$ cat src/rtl/esm_dep_scheduler.sv
// ---------------------------------------------------------------------------
// esm_dep_scheduler
//   Instruction-dependency scheduler for the ESM core. Holds up to BS in-flight
//   instructions. Each slot keeps a dependency row of length BS, and a
//   register-producer table records the slot that will write each register.
//   Decode allocates slots and execute/commit completes them. A completion
//   releases its dependency column and frees the slot. A registered issue
//   stage hands one dependency-free slot downstream per cycle.
//
//   Ports
//     clk, rst                 clock (rising edge), async active-high reset
//     alloc_valid/alloc_ready  allocate handshake; alloc_tag = slot to be used
//     alloc_rs1/rs2/rd(+_en)   source/destination registers of the new entry
//     issue_valid/issue_ready  registered issue handshake; issue_tag = slot
//     cmpl_valid, cmpl_tag     completion of an issued slot
//     cmpl_err                 1-cycle pulse after a completion of a slot that
//                              is not valid and issued
//     occupancy, full, empty   fill status
//
//   Build option: ESM_AGE_PRIO_EN adds an age matrix so issue picks the
//   oldest ready slot. Without it, issue picks the lowest-index ready slot.
// ---------------------------------------------------------------------------
module esm_dep_scheduler #(
    parameter int REGNUM = 32,
    parameter int BS     = 16,
    parameter int RA     = $clog2(REGNUM),
    parameter int BB     = $clog2(BS)
) (
    input  logic          clk,
    input  logic          rst,
    input  logic          alloc_valid,
    output logic          alloc_ready,
    input  logic [RA-1:0] alloc_rs1,
    input  logic          alloc_rs1_en,
    input  logic [RA-1:0] alloc_rs2,
    input  logic          alloc_rs2_en,
    input  logic [RA-1:0] alloc_rd,
    input  logic          alloc_rd_en,
    output logic [BB-1:0] alloc_tag,
    output logic          issue_valid,
    input  logic          issue_ready,
    output logic [BB-1:0] issue_tag,
    input  logic          cmpl_valid,
    input  logic [BB-1:0] cmpl_tag,
    output logic          cmpl_err,
    output logic [BB:0]   occupancy,
    output logic          full,
    output logic          empty
);

    logic [BS-1:0]             valid_q, valid_d;
    logic [BS-1:0]             issued_q, issued_d;
    logic [BS-1:0][BS-1:0]     dep_q, dep_d;        // dep_q[i][j]: slot i waits on slot j
    logic [REGNUM-1:0]         prod_valid_q, prod_valid_d;
    logic [REGNUM-1:0][BB-1:0] prod_tag_q, prod_tag_d;
    logic                      issue_valid_q, issue_valid_d;
    logic [BB-1:0]             issue_tag_q, issue_tag_d;
    logic                      cmpl_err_q, cmpl_err_d;
    logic [BB:0]               occupancy_q, occupancy_d;

    logic [BB-1:0] free_idx;
    logic [BB-1:0] sel_idx;
    logic          sel_any;
    logic [BS-1:0] cand;
    logic [BS-1:0] new_dep;
    logic          alloc_fire, cmpl_fire, issue_load;

`ifdef ESM_AGE_PRIO_EN
    logic [BS-1:0][BS-1:0] age_q, age_d;            // age_q[i][j]: slot i allocated before slot j
    logic [BS-1:0]         has_older;
`endif

    // Lowest-index free slot; the free set is the pre-edge one, so a slot
    // completing this cycle is not reused until the next cycle.
    always_comb begin
        free_idx = '0;
        for (int i = BS-1; i >= 0; i--) begin
            if (!valid_q[i]) free_idx = BB'(i);
        end
    end

    assign alloc_fire = alloc_valid & ~(&valid_q);
    assign cmpl_fire  = cmpl_valid & valid_q[cmpl_tag] & issued_q[cmpl_tag];
    assign issue_load = ~issue_valid_q | issue_ready;

    // The slot currently in the issue register already has issued=1, so it is
    // never offered again.
    always_comb begin
        for (int i = 0; i < BS; i++) begin
            cand[i] = valid_q[i] & ~issued_q[i] & ~(|dep_q[i]);
        end
    end

    always_comb begin
        sel_idx = '0;
        sel_any = |cand;
`ifdef ESM_AGE_PRIO_EN
        // Exactly one candidate has no older candidate ahead of it.
        for (int i = 0; i < BS; i++) begin
            has_older[i] = 1'b0;
            for (int j = 0; j < BS; j++) begin
                has_older[i] = has_older[i] | (cand[j] & age_q[j][i]);
            end
        end
        for (int i = BS-1; i >= 0; i--) begin
            if (cand[i] && !has_older[i]) sel_idx = BB'(i);
        end
`else
        for (int i = BS-1; i >= 0; i--) begin
            if (cand[i]) sel_idx = BB'(i);
        end
`endif
    end

    // Sources look up the table before this allocation's own rd update. A
    // producer completing this cycle is already satisfied.
    always_comb begin
        new_dep = '0;
        if (alloc_rs1_en && alloc_rs1 != '0 && prod_valid_q[alloc_rs1]
            && !(cmpl_fire && prod_tag_q[alloc_rs1] == cmpl_tag))
            new_dep[prod_tag_q[alloc_rs1]] = 1'b1;
        if (alloc_rs2_en && alloc_rs2 != '0 && prod_valid_q[alloc_rs2]
            && !(cmpl_fire && prod_tag_q[alloc_rs2] == cmpl_tag))
            new_dep[prod_tag_q[alloc_rs2]] = 1'b1;
    end

    always_comb begin
        valid_d       = valid_q;
        issued_d      = issued_q;
        dep_d         = dep_q;
        prod_valid_d  = prod_valid_q;
        prod_tag_d    = prod_tag_q;
        issue_valid_d = issue_valid_q;
        issue_tag_d   = issue_tag_q;
        cmpl_err_d    = cmpl_valid & ~cmpl_fire;
        occupancy_d   = occupancy_q + (BB+1)'(alloc_fire) - (BB+1)'(cmpl_fire);
`ifdef ESM_AGE_PRIO_EN
        age_d         = age_q;
`endif

        if (cmpl_fire) begin
            valid_d[cmpl_tag]  = 1'b0;
            issued_d[cmpl_tag] = 1'b0;
            for (int i = 0; i < BS; i++) dep_d[i][cmpl_tag] = 1'b0;
            // Only the current producer is cleared; after a WAW overwrite the
            // tag no longer matches and the newer producer survives.
            for (int r = 0; r < REGNUM; r++) begin
                if (prod_tag_q[r] == cmpl_tag) prod_valid_d[r] = 1'b0;
            end
`ifdef ESM_AGE_PRIO_EN
            age_d[cmpl_tag] = '0;
            for (int i = 0; i < BS; i++) age_d[i][cmpl_tag] = 1'b0;
`endif
        end

        // Applied after the completion clears so a same-register allocation wins.
        if (alloc_fire) begin
            valid_d[free_idx]  = 1'b1;
            issued_d[free_idx] = 1'b0;
            dep_d[free_idx]    = new_dep;
            if (alloc_rd_en && alloc_rd != '0) begin
                prod_valid_d[alloc_rd] = 1'b1;
                prod_tag_d[alloc_rd]   = free_idx;
            end
`ifdef ESM_AGE_PRIO_EN
            age_d[free_idx] = '0;
            for (int i = 0; i < BS; i++) begin
                age_d[i][free_idx] = valid_q[i] & ~(cmpl_fire & (cmpl_tag == BB'(i)));
            end
`endif
        end

        if (issue_load) begin
            issue_valid_d = sel_any;
            if (sel_any) begin
                issue_tag_d       = sel_idx;
                issued_d[sel_idx] = 1'b1;
            end
        end
    end

    always_ff @(posedge clk or posedge rst) begin
        if (rst) begin
            valid_q       <= '0;
            issued_q      <= '0;
            dep_q         <= '0;
            prod_valid_q  <= '0;
            prod_tag_q    <= '0;
            issue_valid_q <= 1'b0;
            issue_tag_q   <= '0;
            cmpl_err_q    <= 1'b0;
            occupancy_q   <= '0;
`ifdef ESM_AGE_PRIO_EN
            age_q         <= '0;
`endif
        end else begin
            valid_q       <= valid_d;
            issued_q      <= issued_d;
            dep_q         <= dep_d;
            prod_valid_q  <= prod_valid_d;
            prod_tag_q    <= prod_tag_d;
            issue_valid_q <= issue_valid_d;
            issue_tag_q   <= issue_tag_d;
            cmpl_err_q    <= cmpl_err_d;
            occupancy_q   <= occupancy_d;
`ifdef ESM_AGE_PRIO_EN
            age_q         <= age_d;
`endif
        end
    end

    assign alloc_ready = ~(&valid_q);
    assign alloc_tag   = free_idx;
    assign full        = &valid_q;
    assign empty       = ~(|valid_q);
    assign issue_valid = issue_valid_q;
    assign issue_tag   = issue_tag_q;
    assign cmpl_err    = cmpl_err_q;
    assign occupancy   = occupancy_q;

endmodule

$ cat config.mk
export PLATFORM = sky130hd
export DESIGN_NAME = esm_dep_scheduler
export DESIGN_NICKNAME = d
export VERILOG_FILES = /design/src/rtl/esm_dep_scheduler.sv
export SDC_FILE = /design/constraint.sdc
export NUM_CORES = 1
export LEC_CHECK = 0
export CAP_MARGIN = 15
export CORE_MARGIN = 3
export CORE_UTILIZATION = 49
export CTS_CLUSTER_DIAMETER = 40
export CTS_CLUSTER_SIZE = 14
export DETAILED_ROUTE_END_ITERATION = 16
export PLACE_DENSITY = 0.62
export SYNTH_ARGS = -nofsm -noshare
export SYNTH_HDL_FRONTEND = slang
export SYNTH_SLANG_ARGS = --single-unit
$ cat constraint.sdc
create_clock -name clk -period 47.9 [get_ports clk]
set_input_delay 11.975 -clock clk [delete_from_list [all_inputs] [get_ports clk]]
set_output_delay 11.975 -clock clk [all_outputs]
set_load 0.01 [all_outputs]
==> results.cfg, run 1 <==
[sta]
finalClockSkew_ps = 32.8
rsz0062_at_grt = false
slew_viol_final = 0
setup_viol = 0
finalCritPeriodShare_pct = 34.1
period_minus_slack_ps = 16350
worst_pin_slew_ps = 1140
tns_ps = 0
setup_ws_ps = 31550
clock.fmax_mhz = 61.2
hold_viol_final = 0
slew_headroom_pct = 24.1

[clock_network]
clk_pin_slew_ps = 50
root_buffer = clkbuf_16
cts_resized = 0
cts.htree.levels = 3
post_cts_buffers = 0
clockBufferDepth = 3
cts_buffers = 76
clk_latency_ps = 640
ctsHoldBuffers = 0
cts_tree = yes
cts.sinks = 459

[die]
core_sq_um = 48000
ios = 45
rows = 80
die-area_sq_um = 51700
initial_core_util_pct = 50.0
die_width_um = 227
die_h_um = 227

[worst_setup_path]
rr_worst_depth = 9
r2r_slack_ps = 43360
r2r_end = dep_q[160]
r2r_start = valid_q[0]
worst-setup-path-type = in -> reg
startpoint_type = input pin
end_kind = flip-flop
worst-path-max-fanout = 24
critPathArrivalTime_ps = 16800
cp.required_ps = 48350

[synth]
ys_seq_area_share_pct = 47.8
syn_area_per_cell_sq_um = 10.7
yosys.area.top_type = dfrtp_1
ys_warn_count = 0
yosysTopAreaCellShare_pct = 47.8
syn_area_sq_um = 24000
synthTopCellsByCount = 459 x dfrtp_1, 299 x nand3_1, 224 x o21ai_0
syn-instance-count = 2247
synthTopCellsByArea = dfrtp_1 48%, mux2_2 6.3%, nand3_1 6.2%
synth_ff_type = dfrtp_1
synth.distinct_cells = 66
synth_edf_count = 0
ys_seq_elements = 459
synth.most_common_cell = dfrtp_1
async_reset_ff_share_pct = 100
synthesis.nets = 2280

[route]
vias = 18700
viasPerCell = 6.43
routed_wl_mm = 74.9
final_antenna_net_count = 0
drc = 0
wl_per_cell_um = 25.7
drtPass1Iterations = 5
drtIter0Drc = 2208

[finish]
layout-drive-gt1-share_pct = 21.9
fin_area_sq_um = 27200
area_delta_synth_final_pct = 13.4
final.fill_count = 4094
n_antenna_cell = 0
nets = 2269

[worst_hold_path]
holdCritStartpoint = prod_tag_q[2]
min_to = prod_tag_q[2]
hold_path.class = reg -> reg
hold_depth = 0

[placement]
hpwl_mm = 49.8
place_area_sq_um = 24600
gp_congestion = 0.915
io_buffers = 44
dpl_worst_slack_ps = 31090

[power_and_ir_drop]
leakagePower_uw = 0.0116
p_per_area_nw_per_um2 = 56.0
ir_drop_mv = 0.0328
p_total_uw = 1530

[grt]
grt_overflow = 0
antenna_found_initial = 2
grt_util_all_layers_pct = 29.4
grt_pass1_wl_mm = 114
grt_max_degree = 107
grt_pass1_vias = 18200

[outcome]
outcome = completed

[run]
max_cap_violations = 0
layout make-up:
class                      instances  area, sq um  share of cell area, %
clock buffer                      86         1980                   7.26
clock inverter                    53          661                   2.42
inverter                          19         78.8                  0.289
multi-input combinational       1599        11600                   42.6
sequential                       459        11500                   42.2
tap                              615          769                   2.82
timing repair buffer              81          678                   2.49
where the power goes:
part	leakage (uW)	internal (uW)	switching [uW]	total (uW)
combinational	0.00412	167	267	435
sequential	0.00624	455	79.1	534
clock	0.00127	341	217	557
critical path, stage by stage:
cell	delay, ps
clkdlybuf4s50_1	960
or3b_2	840
o221ai_1	330
a31oi_1	120
and3_1	260
or4_1	510
or4_1	530
buf_4	270
a21oi_2	750
o21ai_0	230
worst max path at each step:
stage	start	endpoint	slack, ps	cells after the start
floorplan	rst	cmpl_err	23130	1
global placement	alloc_rs1[3]	dep_q[224]	31160	10
detailed placement	alloc_rs1[3]	dep_q[209]	31090	10
CTS	alloc_rs1[3]	dep_q[209]	31740	10
global route	alloc_rs1[3]	dep_q[160]	31450	10
finish	alloc_rs1[3]	dep_q[160]	31550	10
per-layer routing:
| metal | wire (um) | track usage (%) | vias to the layer above |
|---|---|---|---|
| met5 | 13 | 0 | - |
| met1 | 33200 | 43.6 | 9462 |
| met2 | 32300 | 42.3 | 825 |
| met4 | 2070 | 8.93 | 2 |
| li1 | - | - | 8285 |
| met3 | 7390 | 8.02 | 141 |
state kept, by name, summed over array words and instances, names as in the netlist:
name and count:
prod_tag_q 128, issue_valid 1, issued_q 16, cmpl_err 1
issue_tag 4, valid_q 16, occupancy 5, dep_q 256
prod_valid_q 32
logic make-up after synthesis:
kind of cell,share of synthesized area [%]
compound gates,12.6
fa+ha+maj,0.344
simple gates,16.5
buf+inv,3.96
flops,47.8
xor+xnor,4.92
mux,13.8
cell usage in the layout (no fill, tap or decap), types with 10 or more instances in the layout:
| master | n |
|---|---|
| nor3_1 | 21 |
| nand2b_1 | 20 |
| or4_1 | 17 |
| dfrtp_1 | 459 |
| inv_1 | 18 |
| xnor2_1 | 135 |
| mux4_2 | 58 |
| nor2_1 | 72 |
| nand2_1 | 124 |
| mux2i_1 | 50 |
| o21ai_0 | 224 |
| nand3b_1 | 15 |
| o21ai_2 | 100 |
| a31oi_1 | 11 |
| clkinv_2 | 10 |
| a21oi_1 | 35 |
| clkdlybuf4s50_1 | 36 |
| clkbuf_16 | 76 |
| nor4_1 | 43 |
| nand3_1 | 299 |
| and3_1 | 15 |
| a21oi_4 | 10 |
| nor4b_1 | 13 |
| mux2_2 | 135 |
| buf_4 | 37 |
| nand4_1 | 70 |
| nor2b_1 | 19 |
metrics by stage:
stage / hold WS [ps] / instances / utilization, %
finish: 443 / 2912 / 56.7
global route: 468 / 2912 / 56.7
CTS: 445 / 2912 / 56.7
detailed placement: 431 / 2773 / 51.2
global placement: 432 / 2773 / 51.2
floorplan: 457 / 2247 / -
No activity file was read; power rests on OpenSTA's default activity.
==> inputs of run 2 (changes only) <==
--- a/config.mk
+++ b/config.mk
@@ -11,7 +11,7 @@
 export CTS_CLUSTER_DIAMETER = 40
 export CTS_CLUSTER_SIZE = 14
 export DETAILED_ROUTE_END_ITERATION = 16
-export PLACE_DENSITY = 0.62
+export PLACE_DENSITY = 0.65
 export SYNTH_ARGS = -nofsm -noshare
 export SYNTH_HDL_FRONTEND = slang
 export SYNTH_SLANG_ARGS = --single-unit
==> constraint.sdc (replaced) <==
create_clock -name clk -period 15 [get_ports clk]
set_input_delay 3.75 -clock clk [delete_from_list [all_inputs] [get_ports clk]]
set_output_delay 3.75 -clock clk [all_outputs]
set_load 0.01 [all_outputs]
==> run 2 against run 1 <==
  * Count of clock-buffer cells in the layout decreased by 1
  * Via count increased by 1.7%
  * Critical endpoint is now dep_q[161]
  * Worst setup slack got worse by 25000 ps
  * Final area decreased by 0.55%
  * Non-clock buffer count decreased by 2
  * Largest cell class unchanged
  * Sequential cell count unchanged
  * Sequential share of layout area increased by 0.23 points
  * Sequential power increased to 3.2 times the previous value
  * First-iteration DRC count increased by 6.0%
  * Register-to-register slack got worse by 33000 ps
  * Combinational power increased to 3.2 times the previous value
==> results.cfg, run 2 (synthesis results as in run 1) <==
[outcome]
outcome = completed

[worst_setup_path]
rr_worst_depth = 9
worst-path-max-fanout = 46
max_stage_delay_ps = 810
r2r_slack_ps = 10300
r2r_end = dep_q[161]
critPathArrivalTime_ps = 8410
r2r_start = valid_q[0]
cp-startpoint = cmpl_tag[1]
slowest_stage = a21oi_2
crit_chain = buf_2 > buf_4 > mux4_2 > a2111o_1 > and2_4 > or4_1 > or4_1 > buf_4 > a21oi_2 > o21ai_0
worst-setup-path-type = in -> reg
startpoint_type = input pin
end_kind = flip-flop
worst-path-buf-inv = 3
cpLargestDelayFamily = compound AO/OA/AOI/OAI gates
cp.required_ps = 15420

[route]
wl_per_cell_um = 25.7
drtPass1Iterations = 6
drtIter0Drc = 2341
wl_met3_mm = 7.31
final_antenna_net_count = 0
vias = 19000
drc = 0
top_layer = met5
viasPerCell = 6.56
routed_wl_mm = 74.5
met2_length_mm = 32.5
wl_met1_mm = 32.5

[sta]
finalClockSkew_ps = 42.4
clock.fmax_mhz = 125
slew_viol_final = 0
worst_pin_slew_ps = 1160
slew_headroom_pct = 22.6
finalCritPeriodShare_pct = 53.3
period_minus_slack_ps = 7990
tns_ps = 0
rsz0062_at_grt = false
hold_viol_final = 0
setup_viol = 0

[finish]
reg_top3 = dep_q (256), prod_tag_q (128), prod_valid_q (32)
largest-register = dep_q
final_common_cell = dfrtp_1
final.fill_count = 4079
n_antenna_cell = 0
mostFrequentLayoutCells = 459 x dfrtp_1, 299 x nand3_1, 224 x o21ai_0
layout-drive-gt1-share_pct = 21.7
largest_reg_flops = 256
layout.cells.non_filler = 2903
nets = 2263
area_delta_synth_final_pct = 12.8

[die]
die_h_um = 227
core_sq_um = 48000
rows = 80
die_width_um = 227
die-area_sq_um = 51700
ios = 45
initial_core_util_pct = 50.0

[grt]
grt_overflow = 0
grt_pass1_wl_mm = 114
grt_util_all_layers_pct = 29.2
grt_max_degree = 183
grt_pass1_vias = 18200
antenna_found_initial = 2

[power_and_ir_drop]
ir_drop_mv = 0.102
clkPwrFrac_pct = 35.6
leakagePower_uw = 0.0116
pwr-share-comb_pct = 28.9
internal_power_uw = 3040
p_sw_uw = 1770
swShare_pct = 36.8
p_total_uw = 4810
seq_power_share_pct = 35.4
p_per_area_nw_per_um2 = 177

[clock_network]
clockBufferDepth = 3
ctsHoldBuffers = 0
cts_tree = yes
clk_pin_slew_ps = 60
clk_latency_ps = 610
root_buffer = clkbuf_16
cts.htree.levels = 3
cts_buffers = 72
cts_resized = 0
post_cts_buffers = 0
cts.sinks = 459

[worst_hold_path]
holdCritStartpoint = prod_tag_q[0]
min_to = prod_tag_q[0]
hold_depth = 0
hold_path.class = reg -> reg

[placement]
io_buffers = 44
dp.cells = 2771
hpwl_mm = 48.6
gp_congestion = 0.920

[run]
max_cap_violations = 0
[run 2: worst reg2reg max path, delay by kind of cell (launching register included)]
kind	cells	cell delay, ps
multiplexers	1	480
buffers and inverters	1	270
flip-flops	1	620
AO/OA/AOI/OAI	3	1520
AND/OR/NAND/NOR	4	1630
[run 2: worst max path at each step]
stage / slack (ps) / endpoint / depth (start not counted)
global placement: 6590 / dep_q[161] / 10
CTS: 7090 / dep_q[161] / 10
global route: 6920 / dep_q[80] / 10
floorplan: 5040 / cmpl_err / 1
detailed placement: 6460 / dep_q[193] / 10
finish: 7010 / dep_q[161] / 10
[run 2: metal layers]
layer  track usage (%)  up-vias
met3              5.83      148
li1                  -     8282
met4              9.11        2
met5                 0        -
met2              42.9      966
met1              43.9     9642
[run 2: power groups by stage]
| stage | combinational, uW | sequential (uW) | clock, uW |
|---|---|---|---|
| floorplan | 935 | 1620 | 0 |
| global placement | 1330 | 1700 | 0 |
| detailed placement | 1360 | 1710 | 0 |
| CTS | 1370 | 1690 | 1730 |
| global route | 1490 | 1730 | 1790 |
| finish | 1390 | 1700 | 1710 |
[run 2: area by class of cell]
class                      instances  area, sq um  share of cell area, %
inverter                          19         75.1                  0.277
timing repair buffer              79          676                   2.49
clock inverter                    47          512                   1.89
multi-input combinational       1599        11600                   42.8
sequential                       459        11500                   42.4
tap                              615          769                   2.84
clock buffer                      85         1980                   7.32
[run 2: stage by stage]
| stage | instance area [sq um] | hold slack (ps) | utilization (%) | setup slack (ps) |
|---|---|---|---|---|
| 2_1_floorplan | 24000 | 457 | - | 5040 |
| 5_1_grt | 27100 | 463 | 56.4 | 6920 |
| 4_1_cts | 27100 | 449 | 56.4 | 7090 |
| 3_5_place_dp | 24600 | 436 | 51.2 | 6460 |
| 3_3_place_gp | 24600 | 429 | 51.2 | 6590 |
| 6_report | 27100 | 445 | 56.4 | 7010 |
==> inputs of run 3 (changes only) <==
--- a/config.mk
+++ b/config.mk
@@ -11,7 +11,7 @@
 export CTS_CLUSTER_DIAMETER = 40
 export CTS_CLUSTER_SIZE = 14
 export DETAILED_ROUTE_END_ITERATION = 16
-export PLACE_DENSITY = 0.65
+export PLACE_DENSITY = 0.62
 export SYNTH_ARGS = -nofsm -noshare
 export SYNTH_HDL_FRONTEND = slang
 export SYNTH_SLANG_ARGS = --single-unit
==> constraint.sdc (replaced) <==
create_clock -name clk -period 7.8 [get_ports clk]
set_input_delay 1.95 -clock clk [delete_from_list [all_inputs] [get_ports clk]]
set_output_delay 1.95 -clock clk [all_outputs]
set_load 0.01 [all_outputs]
==> run 3 against run 2 <==
  * Clock power up 100%
  * Total power grew 96%
  * Clock skew shrank 6.5 ps
  * Non-clock buffer count grew 10
  * Core utilization up 0.56 points
  * Via count grew 0.36%
  * Sequential cell count unchanged
  * Final area rose by 1.0%
  * Sequential power up 94%
  * First-iteration DRC count fell by 9.2%
  * Highest routed layer unchanged
  * Largest cell class unchanged
==> results.cfg, run 3 (synthesis results as in run 1) <==
[outcome]
outcome = completed

[clock_network]
clk_pin_slew_ps = 50
cts.sinks = 459
clk_latency_ps = 630
root_buffer = clkbuf_16
ctsHoldBuffers = 0
cts_resized = 0
cts_tree = yes
cts.htree.levels = 3
cts_buffers = 74
post_cts_buffers = 0
clockBufferDepth = 3

[placement]
hpwl_mm = 52.1
io_buffers = 44
place_area_sq_um = 24700
gp_congestion = 0.947

[sta]
finalCritPeriodShare_pct = 81.7
hold_viol_final = 0
rsz0062_at_grt = false
clock.fmax_mhz = 157
worst_pin_slew_ps = 1230
slew_headroom_pct = 16.9
period_minus_slack_ps = 6370
setup_viol = 0
finalClockSkew_ps = 35.9
tns_ps = 0
slew_viol_final = 0

[finish]
largest_reg_flops = 256
reg_top3 = dep_q (256), prod_tag_q (128), prod_valid_q (32)
multiInputGateArea_sq_um = 11600
layout-drive-gt1-share_pct = 22.0
area.sequential_sq_um = 11500
final.fill_count = 4078
area_delta_synth_final_pct = 13.9
mostFrequentLayoutCells = 459 x dfrtp_1, 299 x nand3_1, 224 x o21ai_0
fin_area_sq_um = 27400
largest-register = dep_q
nets = 2275
final_common_cell = dfrtp_1

[route]
final_antenna_net_count = 0
drtIter0Drc = 2126
routed_wl_mm = 77.0
drtPass1Iterations = 5
viasPerCell = 6.55
vias = 19100
drc = 0
wl_per_cell_um = 26.4

[power_and_ir_drop]
internal_power_uw = 5970
pwr-share-comb_pct = 28.5
p_sw_uw = 3450
seq_power_share_pct = 35.0
clkPwrFrac_pct = 36.5
swShare_pct = 36.6
ir_drop_mv = 0.196
p_total_uw = 9420
p_per_area_nw_per_um2 = 344
leakagePower_uw = 0.0117

[die]
die_width_um = 227
die_h_um = 227
rows = 80
ios = 45
die-area_sq_um = 51700
core_sq_um = 48000
initial_core_util_pct = 50.0

[grt]
grt_overflow = 0
grt_pass1_wl_mm = 117
grt_max_degree = 160
grt_pass1_vias = 18400
antenna_found_initial = 3
grt_util_all_layers_pct = 30.1

[worst_setup_path]
worst-path-max-fanout = 16
cp.required_ps = 8230
critPathArrivalTime_ps = 6800
startpoint_type = input pin
end_kind = flip-flop
worst-setup-path-type = in -> reg

[worst_hold_path]
hold_path.class = reg -> reg

[run]
max_cap_violations = 0
[run 3: cell count changes in the layout (fill, tap and decap cells not counted), moves of 2 or more]
| cell | delta |
|---|---|
| bufinv_16 | +3 |
| clkbuf_8 | -3 |
| buf_12 | +2 |
| clkinv_8 | +4 |
| clkinv_2 | -2 |
| clkinvlp_4 | -4 |
| clkbuf_1 | +3 |
| buf_16 | +2 |
| buf_4 | +5 |
[run 3: metal layers]
metal  track usage [%]  up-vias  wire (um)
li1                  -     8295          -
met1              45.3     9659      34400
met2              43.3      975      32700
met3              6.80      177       7380
met4              9.76        2       2450
met5                 0        -         13
[run 3: area by class of cell]
cell class / count / area share [%]
well taps: 615 / 2.81
inverters: 19 / 0.274
clock inverters: 50 / 2.36
flip-flops and latches: 459 / 42.0
multi-input cells: 1599 / 42.4
diodes: 1 / 0.00914
repair buffers: 89 / 2.97
clock buffers: 86 / 7.23
[run 3: worst paths after layout]
kind	startpoint	endpoint	slack [ps]	cells past startpoint
worst min-delay path	prod_tag_q[2]	prod_tag_q[2]	450	0
max in group asynchronous	rst	dep_q[159]	4730	3
worst max register to register	valid_q[0]	dep_q[145]	2570	8
min in group asynchronous	rst	prod_valid_q[18]	1760	2
worst max-delay path	alloc_rs1[2]	dep_q[145]	1430	10
worst min register to register	prod_tag_q[2]	prod_tag_q[2]	450	0
[run 3: power groups by stage]
| stage | registers, uW | clock network (uW) | logic, uW |
|---|---|---|---|
| 3_3_place_gp | 3290 | 0 | 2590 |
| 4_1_cts | 3270 | 3480 | 2630 |
| 2_1_floorplan | 3110 | 0 | 1800 |
| 3_5_place_dp | 3310 | 0 | 2620 |
| 6_report | 3300 | 3440 | 2680 |
| 5_1_grt | 3330 | 3590 | 2900 |
[run 3: stage by stage]
step / hold WS (ps) / setup WS, ps / std cells / util [%]
floorplan: 457 / -361 / 2247 / -
global route: 469 / 1240 / 2918 / 57.0
detailed placement: 444 / 860 / 2778 / 51.4
CTS: 455 / 1550 / 2914 / 56.8
finish: 450 / 1430 / 2918 / 57.0
global placement: 442 / 1000 / 2778 / 51.4
[run 3: critical path, cell delays in order]
cell,delay [ps]
clkdlybuf4s50_1,900
buf_4,320
mux2i_1,220
o22ai_1,120
a211oi_1,290
a221oi_1,150
or4_1,600
or4_1,1050
a21oi_2,950
o21ai_0,240
